--- src/rtl/mc_ctrl_fsm_pkg.sv ---
// ---------------------------------------------------------------------------
// mc_ctrl_pkg
//  Shared definitions for the RV32I multi-cycle control sequencer:
//   - state codes (FETCH=0 .. HALT) and the state enum built from them
//   - RV32I major opcode constants
//   - encodings of alu_src_a, alu_src_b, alu_op_sel and result_src
//   - instruction class enum produced by mc_opcode_decode
//   - the Moore output bundle and the function that decodes it from a state
// ---------------------------------------------------------------------------
package mc_ctrl_pkg;

  // State codes, also visible on state_dbg
  localparam logic [3:0] S_FETCH     = 4'd0;
  localparam logic [3:0] S_DECODE    = 4'd1;
  localparam logic [3:0] S_EXEC_R    = 4'd2;
  localparam logic [3:0] S_EXEC_I    = 4'd3;
  localparam logic [3:0] S_EXEC_U    = 4'd4;
  localparam logic [3:0] S_WB_ALU    = 4'd5;
  localparam logic [3:0] S_MEM_ADDR  = 4'd6;
  localparam logic [3:0] S_MEM_RD    = 4'd7;
  localparam logic [3:0] S_WB_MEM    = 4'd8;
  localparam logic [3:0] S_MEM_WR    = 4'd9;
  localparam logic [3:0] S_BRANCH    = 4'd10;
  localparam logic [3:0] S_EXEC_JALR = 4'd11;
  localparam logic [3:0] S_JUMP      = 4'd12;
  localparam logic [3:0] S_HALT      = 4'd13;

  typedef enum logic [3:0] {
    ST_FETCH     = S_FETCH,
    ST_DECODE    = S_DECODE,
    ST_EXEC_R    = S_EXEC_R,
    ST_EXEC_I    = S_EXEC_I,
    ST_EXEC_U    = S_EXEC_U,
    ST_WB_ALU    = S_WB_ALU,
    ST_MEM_ADDR  = S_MEM_ADDR,
    ST_MEM_RD    = S_MEM_RD,
    ST_WB_MEM    = S_WB_MEM,
    ST_MEM_WR    = S_MEM_WR,
    ST_BRANCH    = S_BRANCH,
    ST_EXEC_JALR = S_EXEC_JALR,
    ST_JUMP      = S_JUMP,
    ST_HALT      = S_HALT
  } state_t;

  // RV32I major opcodes (IR[6:0])
  localparam logic [6:0] OP_R      = 7'b0110011;
  localparam logic [6:0] OP_IMM    = 7'b0010011;
  localparam logic [6:0] OP_LOAD   = 7'b0000011;
  localparam logic [6:0] OP_STORE  = 7'b0100011;
  localparam logic [6:0] OP_BRANCH = 7'b1100011;
  localparam logic [6:0] OP_JAL    = 7'b1101111;
  localparam logic [6:0] OP_JALR   = 7'b1100111;
  localparam logic [6:0] OP_LUI    = 7'b0110111;
  localparam logic [6:0] OP_AUIPC  = 7'b0010111;
  localparam logic [6:0] OP_SYSTEM = 7'b1110011;

  // Datapath mux encodings
  localparam logic [1:0] ASA_PC     = 2'b00;
  localparam logic [1:0] ASA_RS1    = 2'b01;
  localparam logic [1:0] ASA_ZERO   = 2'b10;
  localparam logic [1:0] ASB_RS2    = 2'b00;
  localparam logic [1:0] ASB_IMM    = 2'b01;
  localparam logic [1:0] ASB_FOUR   = 2'b10;
  localparam logic [1:0] ALU_ADD    = 2'b00;
  localparam logic [1:0] ALU_CMP    = 2'b01;
  localparam logic [1:0] ALU_DEC    = 2'b10;
  localparam logic [1:0] RES_ALUOUT = 2'b00;
  localparam logic [1:0] RES_MEM    = 2'b01;
  localparam logic [1:0] RES_PC     = 2'b10;

  typedef enum logic [3:0] {
    CLS_R, CLS_I, CLS_LOAD, CLS_STORE, CLS_BRANCH, CLS_JAL,
    CLS_JALR, CLS_LUI, CLS_AUIPC, CLS_SYSTEM, CLS_NONE
  } instr_class_t;

  // Outputs that depend only on the state (plus the class latched with it)
  typedef struct packed {
    logic       mem_req;
    logic       mem_we;
    logic       iord;
    logic       reg_write;
    logic       pc_write;
    logic       retire;
    logic       halted;
    logic [1:0] alu_src_a;
    logic [1:0] alu_src_b;
    logic [1:0] alu_op_sel;
    logic [1:0] result_src;
  } moore_t;

  // The class argument only matters for EXEC_U, where LUI and AUIPC differ
  // in the ALU A source.
  function automatic moore_t moore_outputs(state_t s, instr_class_t cls);
    moore_t o;
    o = '0;
    case (s)
      ST_FETCH: begin
        o.mem_req   = 1'b1;
        o.alu_src_a = ASA_PC;
        o.alu_src_b = ASB_FOUR;
        o.alu_op_sel = ALU_ADD;
      end
      ST_DECODE: begin
        o.alu_src_a = ASA_PC;
        o.alu_src_b = ASB_IMM;
        o.alu_op_sel = ALU_ADD;
      end
      ST_EXEC_R: begin
        o.alu_src_a = ASA_RS1;
        o.alu_src_b = ASB_RS2;
        o.alu_op_sel = ALU_DEC;
      end
      ST_EXEC_I: begin
        o.alu_src_a = ASA_RS1;
        o.alu_src_b = ASB_IMM;
        o.alu_op_sel = ALU_DEC;
      end
      ST_EXEC_U: begin
        o.alu_src_a = (cls == CLS_LUI) ? ASA_ZERO : ASA_PC;
        o.alu_src_b = ASB_IMM;
        o.alu_op_sel = ALU_ADD;
      end
      ST_WB_ALU: begin
        o.reg_write  = 1'b1;
        o.result_src = RES_ALUOUT;
        o.retire     = 1'b1;
      end
      ST_MEM_ADDR, ST_EXEC_JALR: begin
        o.alu_src_a = ASA_RS1;
        o.alu_src_b = ASB_IMM;
        o.alu_op_sel = ALU_ADD;
      end
      ST_MEM_RD: begin
        o.mem_req = 1'b1;
        o.iord    = 1'b1;
      end
      ST_WB_MEM: begin
        o.reg_write  = 1'b1;
        o.result_src = RES_MEM;
        o.retire     = 1'b1;
      end
      ST_MEM_WR: begin
        o.mem_req = 1'b1;
        o.mem_we  = 1'b1;
        o.iord    = 1'b1;
      end
      ST_BRANCH: begin
        o.alu_src_a = ASA_RS1;
        o.alu_src_b = ASB_RS2;
        o.alu_op_sel = ALU_CMP;
        o.retire    = 1'b1;
      end
      ST_JUMP: begin
        o.reg_write  = 1'b1;
        o.result_src = RES_PC;
        o.pc_write   = 1'b1;
        o.retire     = 1'b1;
      end
      ST_HALT: o.halted = 1'b1;
      default: o = '0;
    endcase
    return o;
  endfunction

endpackage

--- src/rtl/mc_ctrl_fsm_if.sv ---
// ---------------------------------------------------------------------------
// mc_ctrl_if
//  Control bundle between the sequencer and the RV32I datapath.
//   master (sequencer): in  opcode, branch_taken, mem_ready
//                       out mem_req, mem_we, iord, ir_write, pc_write,
//                           reg_write, alu_src_a, alu_src_b, alu_op_sel,
//                           result_src, instr_retired
//   slave  (datapath):  the same signals with directions reversed
// ---------------------------------------------------------------------------
interface mc_ctrl_if;
  logic [6:0] opcode;
  logic       branch_taken;
  logic       mem_ready;
  logic       mem_req;
  logic       mem_we;
  logic       iord;
  logic       ir_write;
  logic       pc_write;
  logic       reg_write;
  logic [1:0] alu_src_a;
  logic [1:0] alu_src_b;
  logic [1:0] alu_op_sel;
  logic [1:0] result_src;
  logic       instr_retired;

  modport master (
    input  opcode, branch_taken, mem_ready,
    output mem_req, mem_we, iord, ir_write, pc_write, reg_write,
           alu_src_a, alu_src_b, alu_op_sel, result_src, instr_retired
  );

  modport slave (
    output opcode, branch_taken, mem_ready,
    input  mem_req, mem_we, iord, ir_write, pc_write, reg_write,
           alu_src_a, alu_src_b, alu_op_sel, result_src, instr_retired
  );
endinterface

--- src/rtl/mc_ctrl_fsm_opcode_decode.sv ---
// ---------------------------------------------------------------------------
// mc_opcode_decode
//  Combinational RV32I opcode classifier used for the DECODE branch.
//   opcode  in  7  IR[6:0]
//   cls     out    instruction class
//   illegal out 1  opcode is not an RV32I major opcode
// ---------------------------------------------------------------------------
module mc_opcode_decode
  import mc_ctrl_pkg::*;
(
  input  logic [6:0]   opcode,
  output instr_class_t cls,
  output logic         illegal
);

  always_comb begin
    cls     = CLS_NONE;
    illegal = 1'b0;
    case (opcode)
      OP_R:      cls = CLS_R;
      OP_IMM:    cls = CLS_I;
      OP_LOAD:   cls = CLS_LOAD;
      OP_STORE:  cls = CLS_STORE;
      OP_BRANCH: cls = CLS_BRANCH;
      OP_JAL:    cls = CLS_JAL;
      OP_JALR:   cls = CLS_JALR;
      OP_LUI:    cls = CLS_LUI;
      OP_AUIPC:  cls = CLS_AUIPC;
      OP_SYSTEM: cls = CLS_SYSTEM;
      default:   illegal = 1'b1;
    endcase
  end

endmodule

--- src/rtl/mc_ctrl_fsm.sv ---
// ---------------------------------------------------------------------------
// mc_ctrl_fsm
//  Multi-cycle sequencer for the RV32I datapath. Walks each instruction
//  through FETCH/DECODE/EXEC/MEM/WB, stalls on mem_ready, halts on
//  ECALL/EBREAK or an unknown opcode.
//  Ports:
//   clk          in   clock, rising edge
//   rst          in   synchronous reset, active-low
//   bus          mc_ctrl_if.master  datapath strobes/selects + handshake
//   halted       out  sticky, set on entry to HALT
//   illegal      out  sticky, halt caused by an unknown opcode
//   state_dbg    out  current state code
//   cycle_cnt    out  cycles spent outside reset and HALT
//   instret_cnt  out  retired instructions
//  Build option: MC_PERF_CNT_EN enables the two counters; without it they
//  read as 0 and no counter flops exist.
// ---------------------------------------------------------------------------
module mc_ctrl_fsm
  import mc_ctrl_pkg::*;
#(
  parameter int CNT_W   = 32,
  parameter int STATE_W = 4
) (
  input  logic               clk,
  input  logic               rst,
  mc_ctrl_if.master          bus,
  output logic               halted,
  output logic               illegal,
  output logic [STATE_W-1:0] state_dbg,
  output logic [CNT_W-1:0]   cycle_cnt,
  output logic [CNT_W-1:0]   instret_cnt
);

  state_t       state;
  state_t       next_state;
  moore_t       outs_q;
  logic         illegal_q;
  instr_class_t cls;
  logic         dec_illegal;
  logic         retire;

  mc_opcode_decode u_decode (
    .opcode  (bus.opcode),
    .cls     (cls),
    .illegal (dec_illegal)
  );

  // Next-state selection; DECODE and MEM_ADDR branch on the opcode class.
  always_comb begin
    next_state = state;
    case (state)
      ST_FETCH:     next_state = bus.mem_ready ? ST_DECODE : ST_FETCH;
      ST_DECODE: begin
        case (cls)
          CLS_R:                next_state = ST_EXEC_R;
          CLS_I:                next_state = ST_EXEC_I;
          CLS_LOAD, CLS_STORE:  next_state = ST_MEM_ADDR;
          CLS_BRANCH:           next_state = ST_BRANCH;
          CLS_JAL:              next_state = ST_JUMP;
          CLS_JALR:             next_state = ST_EXEC_JALR;
          CLS_LUI, CLS_AUIPC:   next_state = ST_EXEC_U;
          default:              next_state = ST_HALT;
        endcase
      end
      ST_EXEC_R, ST_EXEC_I, ST_EXEC_U: next_state = ST_WB_ALU;
      ST_MEM_ADDR:  next_state = (cls == CLS_LOAD) ? ST_MEM_RD : ST_MEM_WR;
      ST_MEM_RD:    next_state = bus.mem_ready ? ST_WB_MEM : ST_MEM_RD;
      ST_MEM_WR:    next_state = bus.mem_ready ? ST_FETCH : ST_MEM_WR;
      ST_EXEC_JALR: next_state = ST_JUMP;
      ST_WB_ALU, ST_WB_MEM, ST_BRANCH, ST_JUMP: next_state = ST_FETCH;
      ST_HALT:      next_state = ST_HALT;
      default:      next_state = ST_FETCH;
    endcase
  end

  // State register with the Moore outputs of the state being entered
  // registered alongside it, so they come straight from flops.
  always_ff @(posedge clk) begin
    if (!rst) begin
      state     <= ST_FETCH;
      outs_q    <= moore_outputs(ST_FETCH, CLS_NONE);
      illegal_q <= 1'b0;
    end else begin
      state  <= next_state;
      outs_q <= moore_outputs(next_state, cls);
      if (state == ST_DECODE && dec_illegal)
        illegal_q <= 1'b1;
    end
  end

  // Every output is masked by rst so an access in flight is abandoned in
  // the very cycle reset is asserted, ahead of the synchronous state reset.
  // The store retires on the handshake cycle itself, hence the qualifier.
  assign retire = rst & (outs_q.retire | (state == ST_MEM_WR && bus.mem_ready));

  assign bus.mem_req       = rst & outs_q.mem_req;
  assign bus.mem_we        = rst & outs_q.mem_we;
  assign bus.iord          = rst & outs_q.iord;
  assign bus.ir_write      = rst & (state == ST_FETCH) & bus.mem_ready;
  assign bus.pc_write      = rst & (outs_q.pc_write
                                    | ((state == ST_FETCH) & bus.mem_ready)
                                    | ((state == ST_BRANCH) & bus.branch_taken));
  assign bus.reg_write     = rst & outs_q.reg_write;
  assign bus.alu_src_a     = rst ? outs_q.alu_src_a  : 2'b00;
  assign bus.alu_src_b     = rst ? outs_q.alu_src_b  : 2'b00;
  assign bus.alu_op_sel    = rst ? outs_q.alu_op_sel : 2'b00;
  assign bus.result_src    = rst ? outs_q.result_src : 2'b00;
  assign bus.instr_retired = retire;

  assign halted    = rst & outs_q.halted;
  assign illegal   = rst & illegal_q;
  assign state_dbg = rst ? STATE_W'(state) : '0;

`ifdef MC_PERF_CNT_EN
  logic [CNT_W-1:0] cycle_q;
  logic [CNT_W-1:0] instret_q;

  // Free-running performance counters; both wrap naturally.
  always_ff @(posedge clk) begin
    if (!rst) begin
      cycle_q   <= '0;
      instret_q <= '0;
    end else begin
      if (state != ST_HALT)
        cycle_q <= cycle_q + CNT_W'(1);
      if (retire)
        instret_q <= instret_q + CNT_W'(1);
    end
  end

  assign cycle_cnt   = rst ? cycle_q   : '0;
  assign instret_cnt = rst ? instret_q : '0;
`else
  assign cycle_cnt   = '0;
  assign instret_cnt = '0;
`endif

endmodule

--- src/flat_wrapper.sv ---
// flat-port wrapper written by rule: the top's interface ports become plain ports
module mc_ctrl_fsm_flat import mc_ctrl_pkg::*;
#(
  parameter int CNT_W   = 32,
  parameter int STATE_W = 4
)
  (clk, rst, halted, illegal, state_dbg, cycle_cnt, instret_cnt, bus_opcode, bus_branch_taken, bus_mem_ready, bus_mem_req, bus_mem_we, bus_iord, bus_ir_write, bus_pc_write, bus_reg_write, bus_alu_src_a, bus_alu_src_b, bus_alu_op_sel, bus_result_src, bus_instr_retired);
  mc_ctrl_if bus_i ();
  input  logic clk;
  input  logic rst;
  output logic halted;
  output logic illegal;
  output logic [STATE_W-1:0] state_dbg;
  output logic [CNT_W-1:0] cycle_cnt;
  output logic [CNT_W-1:0] instret_cnt;
  input wire logic [$bits(bus_i.opcode)-1:0] bus_opcode;
  input wire logic [$bits(bus_i.branch_taken)-1:0] bus_branch_taken;
  input wire logic [$bits(bus_i.mem_ready)-1:0] bus_mem_ready;
  output wire logic [$bits(bus_i.mem_req)-1:0] bus_mem_req;
  output wire logic [$bits(bus_i.mem_we)-1:0] bus_mem_we;
  output wire logic [$bits(bus_i.iord)-1:0] bus_iord;
  output wire logic [$bits(bus_i.ir_write)-1:0] bus_ir_write;
  output wire logic [$bits(bus_i.pc_write)-1:0] bus_pc_write;
  output wire logic [$bits(bus_i.reg_write)-1:0] bus_reg_write;
  output wire logic [$bits(bus_i.alu_src_a)-1:0] bus_alu_src_a;
  output wire logic [$bits(bus_i.alu_src_b)-1:0] bus_alu_src_b;
  output wire logic [$bits(bus_i.alu_op_sel)-1:0] bus_alu_op_sel;
  output wire logic [$bits(bus_i.result_src)-1:0] bus_result_src;
  output wire logic [$bits(bus_i.instr_retired)-1:0] bus_instr_retired;
  assign bus_i.opcode = bus_opcode;
  assign bus_i.branch_taken = bus_branch_taken;
  assign bus_i.mem_ready = bus_mem_ready;
  assign bus_mem_req = bus_i.mem_req;
  assign bus_mem_we = bus_i.mem_we;
  assign bus_iord = bus_i.iord;
  assign bus_ir_write = bus_i.ir_write;
  assign bus_pc_write = bus_i.pc_write;
  assign bus_reg_write = bus_i.reg_write;
  assign bus_alu_src_a = bus_i.alu_src_a;
  assign bus_alu_src_b = bus_i.alu_src_b;
  assign bus_alu_op_sel = bus_i.alu_op_sel;
  assign bus_result_src = bus_i.result_src;
  assign bus_instr_retired = bus_i.instr_retired;
  mc_ctrl_fsm #(.CNT_W(CNT_W), .STATE_W(STATE_W)) u_core (.clk(clk), .rst(rst), .bus(bus_i), .halted(halted), .illegal(illegal), .state_dbg(state_dbg), .cycle_cnt(cycle_cnt), .instret_cnt(instret_cnt));
endmodule
--- config.mk ---
export PLATFORM = sky130hd
export DESIGN_NAME = mc_ctrl_fsm_flat
export DESIGN_NICKNAME = d
export VERILOG_FILES = /design/src/rtl/mc_ctrl_fsm_pkg.sv /design/src/rtl/mc_ctrl_fsm_if.sv /design/src/rtl/mc_ctrl_fsm_opcode_decode.sv /design/src/rtl/mc_ctrl_fsm.sv /design/src/flat_wrapper.sv
export SDC_FILE = /design/constraint.sdc
export NUM_CORES = 1
export LEC_CHECK = 0
export ABC_AREA = 1
export BUFFER_PORTS_ARGS = -buffer_cell sky130_fd_sc_hd__clkbuf_2
export CAP_MARGIN = 5
export CORE_MARGIN = 5
export CORE_UTILIZATION = 45
export CTS_CLUSTER_DIAMETER = 200
export DETAILED_ROUTE_END_ITERATION = 6
export GPL_TIMING_DRIVEN = 0
export PLACE_DENSITY = 0.76
export SYNTH_ARGS = -nofsm -noshare
export SYNTH_HDL_FRONTEND = slang
export SYNTH_SLANG_ARGS = --single-unit
export TNS_END_PERCENT = 1
--- constraint.sdc ---
create_clock -name clk -period 2.3 [get_ports clk]
set_input_delay 0.23 -clock clk [delete_from_list [all_inputs] [get_ports clk]]
set_output_delay 0.23 -clock clk [all_outputs]
set_load 0.02 [all_outputs]
==> results.md, run 1 <==
- The flow ran to the end, and the final reports show no timing, DRC or antenna violations.
- The half-perimeter wire length after detailed placement is ~3.2 mm.
- At the end of the flow, the number of nets in the layout was 390.
- Using the TritonRoute via totals, the vias-per-cell ratio works out to ~4.0.
- The number of global-route vias before repair is roughly 1400.
- The kind of critical path is reg -> reg.
- The most used flip-flop cell after synthesis is sky130_fd_sc_hd__dfxtp_1.
- The via count of the routed design is 1690.
- The kind of start point of the critical path is a flop.
- For this run the aggregate overflow at the end of global routing stands at 0.
- After layout, the minimum clock period comes to ~1900 ps.
- The area of the core region is about 3700 sq um.
- The count of buffers from port buffering is 31.
- The share of cells above drive strength 1 is roughly a third.
- The post-CTS setup repair buffer count is 0.
- After synthesis, the cell types taking the most area are sky130_fd_sc_hd__buf_4 27%, sky130_fd_sc_hd__dfxtp_1 22%, sky130_fd_sc_hd__nand2_1 13%.
- The remaining antenna violation count is 0.
- Gates resized during post-CTS repair numbered 0.
- The cell total after placement is about 420.
- Data arrives at the worst endpoint at 2030 ps.
- No sink is reached through more buffers than the 2 on the longest clock path.
- The total negative setup slack is 0 ps.
- The synthesized instance count is between 200 and 300.
- After layout, the worst path uses between 80% and 90% of the clock period.
- The number of distinct library cells after synthesis is 29.
- The weighted congestion at the end of routability-driven global placement is a little over 0.9.
- The first global-routing pass estimated approximately 5.8 mm of wire.
- The depth of the CTS H-tree is 1.
- In the layout the commonest cells are 64 x sky130_fd_sc_hd__buf_4, 64 x sky130_fd_sc_hd__conb_1, 63 x sky130_fd_sc_hd__nand2_1.
- The worst register-to-register path has a setup slack of 410 ps.
- The required time at the worst-slack endpoint is approximately 2400 ps.
- The register area share after synthesis is 22.47%.
- The worst setup path is captured at a flop.
- The initial utilization of the core area, before any placement, comes to a little under half.
- After detailed routing, the total wire length is about 3.6 mm.
- In the global route stage, overall resource usage came out at 13.09%.
- The share of async-settable or async-resettable flops after synthesis is 0%.
- The number of failing hold endpoints at the final stage is 0.
- The switching fraction of total power is ~45%.
- In this run the horizontal extent of the chip is roughly 73 um.
- The number of slew-limit violations in the final report is 0.
- The class of the most critical hold timing path is in -> reg.
- The post-route DRC violation count is 0.
- The sequential cell fraction of total power is about 29%.
- The post-synthesis cell area is approximately 1800 sq um.
- The layout has between 300 and 400 filler cells.
- The count of hold buffers inserted by post-cts repair is 0.
- For the final database, setup skew stands at 5.373 ps.
- The clock buffer count from CTS is 3.
- The area share of the largest cell type after synthesis is ~27%.
- The number of max-cap violations is 0.
- After the first detailed-routing iteration, the DRC count stood at 86.
- The leakage power total is ~0.0015 uW.
- The finished layout holds ~430 standard cells, fillers aside.
- The area growth from synthesis to layout is 28.44%.
- The final setup violation count is 0.
- The peak supply drop is between 0.2 and 0.3 mV.
- Pin placement for this block handled 96 I/O pins.
- The floorplan has 22 rows.
- The tree built by TritonCTS fans out to 20 sinks.
- The internal power contribution is around 860 uW.
- The net switching component of the power is 715.8 uW.
- Dividing total power by cell area gives a power density of 689.4 nW/um^2.
- The TritonCTS clock tree is yes.
- The number of synthesized flops with an enable pin is 0.
- The average instance area after synthesis is between 6 and 7 sq um.
- The clock root buffer master is sky130_fd_sc_hd__clkbuf_8.
- During synthesis, Yosys emitted a total of 0 warnings.
- The peak fanout along the critical path is 5.
- The register area is approximately 400 sq um.
- The area of combinational cells with multiple inputs is ~950 sq um.
- In this run, the combinational gates consume a little over half of the power.
- The number of antenna violations at the first check in global routing is 0.
- The achievable frequency is approximately 0.53 GHz.
- Entering global routing, the biggest net connects 12 pins.
- The antenna diode count is 0.
- At the later pin of the worst-skew pair, clock insertion delay measures between 200 and 300 ps.
- The floorplan die area is around 5300 sq um.
- Before antenna repair, the detailed router went through 5 iterations.
- The clock-pin slew on the worst setup and hold paths is 70 ps.
- After layout, the design draws a total of approximately 1600 uW.
- Setup repair after global routing left no endpoint under its margin.
- The detail-routed net length per standard cell is ~8.6 um.
- sky130_fd_sc_hd__buf_4 takes more of the synthesized area than any other cell.
- The flop and latch count out of synthesis is 20.
- The proportion of power drawn by the clock network is roughly 17%.
- The floorplan die height is approximately 73 um.
## kinds of logic after synthesis
group,synth area share [%]
and+or+nand+nor,34.34
buffers and inverters,37.29
DFF,22.47
AOI/OAI and AO/OA,5.689
other,0.2105
## layout make-up
cell class                 instances  share of cell area (%)
multi-input combinational        213                   41.66
sequential                        20                   17.50
timing repair buffer              31                   6.780
buffer                            67                   21.98
clock buffer                       4                   2.406
inverter                          43                   7.053
tap                               48                   2.624
## sequential cells by signal, indices dropped and copies added, names as in the netlist
name,flops
u_core.state,4
u_core.illegal_q,1
u_core.outs_q,15
## final timing paths
| kind | startpoint | end | depth (start not counted) |
|---|---|---|---|
| worst max-delay path | u_core.state[1]$_SDFF_PN0_ | u_core.outs_q[14]$_SDFF_PN1_ | 10 |
| worst min-delay path | rst | u_core.state[1]$_SDFF_PN0_ | 3 |
| worst max register to register | u_core.state[1]$_SDFF_PN0_ | u_core.outs_q[14]$_SDFF_PN1_ | 10 |
| worst min register to register | u_core.illegal_q$_SDFFE_PN0P_ | u_core.illegal_q$_SDFFE_PN0P_ | 2 |
## per-stage QoR
step	utilization [%]	worst slack (ps)	cell area, sq um	hold slack [ps]
2_1_floorplan	-	691.6	2018	346.1
3_3_place_gp	59.66	414.4	2233	451.8
3_5_place_dp	59.66	373.6	2233	447.2
4_1_cts	61.13	413.7	2288	279.5
5_1_grt	61.13	135.4	2288	288.9
6_report	61.13	413.9	2288	283.5
## cells in the mapped netlist, types with 3 or more instances
cell type / number
sky130_fd_sc_hd__nor2_2: 3
sky130_fd_sc_hd__nor2_4: 3
sky130_fd_sc_hd__a21oi_1: 8
sky130_fd_sc_hd__nor2_1: 32
sky130_fd_sc_hd__nand3_2: 3
sky130_fd_sc_hd__nor3_1: 5
sky130_fd_sc_hd__nand3_1: 7
sky130_fd_sc_hd__inv_1: 42
sky130_fd_sc_hd__buf_4: 64
sky130_fd_sc_hd__nand2_1: 63
sky130_fd_sc_hd__nand4_1: 3
sky130_fd_sc_hd__nand2_2: 8
sky130_fd_sc_hd__dfxtp_1: 20
## worst max-delay path: stages, from the launching register on
cell	delay (ps)
sky130_fd_sc_hd__dfxtp_1	400
sky130_fd_sc_hd__inv_1	100
sky130_fd_sc_hd__nor2_1	210
sky130_fd_sc_hd__nand2_1	120
sky130_fd_sc_hd__nor2_1	120
sky130_fd_sc_hd__inv_1	80
sky130_fd_sc_hd__nand4_1	120
sky130_fd_sc_hd__o21bai_1	220
sky130_fd_sc_hd__nor2_1	120
sky130_fd_sc_hd__a21oi_1	220
sky130_fd_sc_hd__nand2_1	70
## routing by layer
metal / up-vias / routed length (um) / track usage, %
met2: 67 / 1835 / 24.15
met3: 7 / 335 / 2.204
met5: - / 0 / 0
li1: 916 / - / -
met4: 0 / 51 / 5.328
met1: 700 / 1420 / 14.73
## power by group through the flow
stage / clock network (uW) / logic (uW) / registers [uW]
after floorplan: 0 / 701 / 459
after global placement: 0 / 832 / 465
after detailed placement: 0 / 847 / 466
after CTS: 266 / 851 / 458
after global routing: 282 / 960 / 470
final: 260 / 859 / 459
Power figures use the tool's default switching activity.
==> inputs of run 2 (changes only) <==
Settings changed: ABC_AREA 1 to 0, CORE_UTILIZATION 45 to 41, PLACE_DENSITY 0.76 to 0.73.
Clock period 2.3 ns to 1.55 ns, I/O delays scaled along.
==> run 2 against run 1 <==
Worst hold slack got worse by 41 ps. Final area increased by 6.7%. The run now ends with setup timing left. Clock power increased by 97%. Sequential cell count stayed put.
==> results.md, run 2 <==
- The peak supply drop is 0.3727 mV (+34%).
- The number of antenna violations at the first check in global routing is 0 (unchanged).
- The share of cells above drive strength 1 is 39.76% (+7.5 points).
- The largest registers in the layout are u_core.outs_q x15, u_core.state x4, u_core.illegal_q x1.
- The power density over the cells is 922.5 nW/um^2 (+34%).
- The depth of the CTS H-tree is 1 (unchanged).
- The area of combinational cells with multiple inputs is 1107 sq um (+16%).
- The flow ran to the end, but the final reports show violations.
- The share of async-settable or async-resettable flops after synthesis was 0% (unchanged).
- The number of failing hold endpoints at the final stage is 0 (unchanged).
- The number of cell rows came to 24 (+9.1%).
- The number of slew-limit violations in the final report came to 0 (unchanged).
- The post-route DRC violation count is 0 (unchanged).
- The flop and latch count out of synthesis came to 20 (unchanged).
- The number of inserted filler cells in the final layout came to 428 (+19%).
- The number of distinct library cells after synthesis is 52 (+79%).
- The library cell with the largest summed area after synthesis is sky130_fd_sc_hd__buf_4.
- The number of flip-flops under the largest register name came to 15 (unchanged).
- The clock buffer count from CTS is 3 (unchanged).
- The required time at the worst-slack endpoint was 1710 ps (-730 ps).
- The warning count from the yosys run came to 0 (unchanged).
- The kind of capture point of the worst setup path is a flop.
- The starting density of the core is 41.72% (-5.9 points).
- The post-route clock period utilization is 130.7% (+49 points).
- The register area share after synthesis is 22.35% (-0.13 points).
- The clock insertion delay at the later pin of the skew report was 260 ps (about the same).
- By area the synthesized netlist is led by sky130_fd_sc_hd__buf_4 27%, sky130_fd_sc_hd__dfxtp_1 22%, sky130_fd_sc_hd__and2_1 5.9%.
- The number of violations reported at the end of detailed-routing iteration 0 is 196 (+130%).
- Yosys instantiated no cell more often than sky130_fd_sc_hd__buf_4.
- The count of hold buffers inserted by post-cts repair is 0 (unchanged).
- The class of the most critical hold timing path is in -> reg.
- The iteration count of the initial detailed-routing pass is 4 (-1).
- Walking the worst path, the cells encountered are or4b_4, a31o_1, or4_4, buf_4, a31o_1.
- The average instance area after synthesis is 7.528 sq um (+18%).
- By count the netlist is led by 64 x sky130_fd_sc_hd__buf_4, 23 x sky130_fd_sc_hd__nor2_1, 20 x sky130_fd_sc_hd__dfxtp_1, 17 x sky130_fd_sc_hd__and2_1.
- In the synthesized netlist the dominant register cell turns out to be sky130_fd_sc_hd__dfxtp_1.
- TritonCTS built the clock tree.
- STA classifies the critical path startpoint as a flop.
- The core utilization of the finished layout is 56.88% (-4.3 points).
- The area share of the largest cell type after synthesis was 26.82% (-0.15 points).
- The worst clock skew on the final layout is 5.909 ps (+0.5364 ps).
- The die width is 76.11 um (+4.4%).
- The critical path is of the reg -> reg type.
- The synthesized instance count is 238 (-15%).
- The largest buffer count on any clock path is 2 (unchanged).
- The number of I/O pins is 96 (unchanged).
- The aggregate global routing overflow is 0 (unchanged).
- The leakage power total is 0.001265 uW (-17%).
- The register area is 410.4 sq um (+2.5%).
- Leaving out fill and tap cells, the most frequent cell in the layout is sky130_fd_sc_hd__buf_4.
- The arrival time of the worst setup path is 2180 ps (+150 ps).
- The total negative setup slack was -7013 ps (-7013 ps).
- The via count of the routed design is 1679 (-0.65%).
- The clock-pin slew on the worst setup and hold paths is 70 ps (about the same).
- The number of global-route vias before repair is 1447 (+1.3%).
- The combined global-route utilization of all metal layers came to 12.78% (-0.32 points).
- Setup repair after global routing could not meet its margin everywhere.
- The shortest period the worst path allows was 2026 ps (+140.1 ps).
- The post-synthesis cell area is 1792 sq um (+0.56%).
- The number of max-cap violations came to 0 (unchanged).
- The remaining antenna violation count is 0 (unchanged).
- The floorplan die height is 76.11 um (+4.4%).
- The count of buffers from port buffering is 28 (-9.7%).
- The achievable frequency is 0.4935 GHz (-6.9%).
- The longest individual stage delay on the worst path came to 560 ps (+160 ps).
- The floorplan die area is 5792 sq um (+8.9%).
- The peak fanout along the critical path is 7 (+2).
- The number of vias per cell after detailed routing is 4.316 (+8.8%).
- The checks that failed: setup timing.
- Compared with the post-synthesis result, the final layout area differs by 36.31%.
- The post-route worst setup slack is -476.2 ps (-890.1 ps).
- The total wire length is 4.267 mm (+17%).
- The CTS sink count is 20 (unchanged).
- The antenna diode count is 0 (unchanged).
- The slowest stage of the critical path belongs to the cell sky130_fd_sc_hd__or4b_4.
- The global-route wire length before repair came to 6.451 mm (+12%).
- The layout net count is 349 (-11%).
- The area of the core region was 4294 sq um (+15%).
- Ranked by flip-flop count, first place goes to u_core.outs_q.
- The clock root buffer master is sky130_fd_sc_hd__clkbuf_8.
- The final setup violation count is 19 (+19).
- The detail-routed net length per standard cell is 10.97 um (+28%).
- The largest net degree at the start of global routing is 13 (+1).
- The number of synthesized flops with an enable pin was 0 (unchanged).
- In the layout the commonest cells are 74 x sky130_fd_sc_hd__buf_4, 64 x sky130_fd_sc_hd__conb_1, 28 x sky130_fd_sc_hd__clkbuf_2.
- The cell repeated most along the worst path is sky130_fd_sc_hd__a31o_1.
- The weighted congestion at the end of routability-driven global placement is 0.9019 (-1.3%).
- The half-perimeter wire length after detailed placement is 3.139 mm (-0.86%).
-- run 2: final timing paths --
| path | from | endpoint | slack [ps] | depth (start not counted) |
|---|---|---|---|---|
| hold reg to reg | u_core.illegal_q$_SDFFE_PN0P_ | u_core.illegal_q$_SDFFE_PN0P_ | 470 | 2 |
| hold / removal | bus_opcode[5] | u_core.outs_q[7]$_SDFF_PN0_ | 240 | 3 |
| setup / recovery | u_core.state[3]$_SDFF_PN0_ | u_core.outs_q[14]$_SDFF_PN1_ | -480 | 5 |
| setup reg to reg | u_core.state[3]$_SDFF_PN0_ | u_core.outs_q[14]$_SDFF_PN1_ | -480 | 5 |
-- run 2: layout make-up --
cell class                      instances  area share, %
Clock inverter                          1          1.230
Inverter                                7          1.076
Tap cell                               52          2.664
Buffer                                 77          22.90
Timing Repair Buffer                   34          8.299
Sequential cell                        20          16.80
Multi-Input combinational cell        195          45.34
Clock buffer                            3          1.691
-- run 2: kinds of logic after synthesis --
group,synth area share (%)
compound gates,12.15
xor+xnor,0.4889
fa+ha+maj,0.5587
buf+inv,32.12
flops,22.35
other cells,0.2093
simple gates,32.12
-- run 2: metrics by stage --
step                      power [uW]  cells  instance area (sq um)  hold WS (ps)  setup WS (ps)
after floorplan                 1432    301                   2036         269.9         -418.7
after global placement          1591    381                   2241         451.6         -543.8
after detailed placement        1600    381                   2241         461.8         -596.8
final                           2253    389                   2442         242.7         -476.2
after global routing            2384    389                   2442         257.0         -512.1
after CTS                       2131    386                   2333         241.2         -519.1
-- run 2: critical path, delay by kind of cell (launching register included) --
kind	cells	cell delay, ps
AO/OA/AOI/OAI	2	370
buffers and inverters	1	170
AND/OR/NAND/NOR	2	1030
flip-flops	1	370
-- run 2: timing repair --
| action | 4_1_cts | 5_1_grt |
|---|---|---|
| pin swaps | 5 | 6 |
| endpoints found under the setup margin | 26 | 25 |
| resized for setup | 7 | 32 |
| buffers inserted | 3 | 3 |
-- run 2: where the power goes --
group | internal [uW] | total [uW] | switching, uW | leakage [uW]
clock | 345 | 512 | 167 | 0.0000357
sequential | 589 | 620 | 30.7 | 0.000166
combinational | 485 | 1120 | 637 | 0.00106
total | 1420 | 2250 | 834 | 0.00127
-- run 2: routing by layer --
| layer | track usage [%] | vias up | part of all wire [%] |
|---|---|---|---|
| li1 | - | 872 | - |
| met1 | 14.03 | 721 | 37 |
| met2 | 22.43 | 76 | 51 |
| met3 | 4.610 | 10 | 9.6 |
| met4 | 4.545 | 0 | 2.2 |
| met5 | 0 | - | 0 |
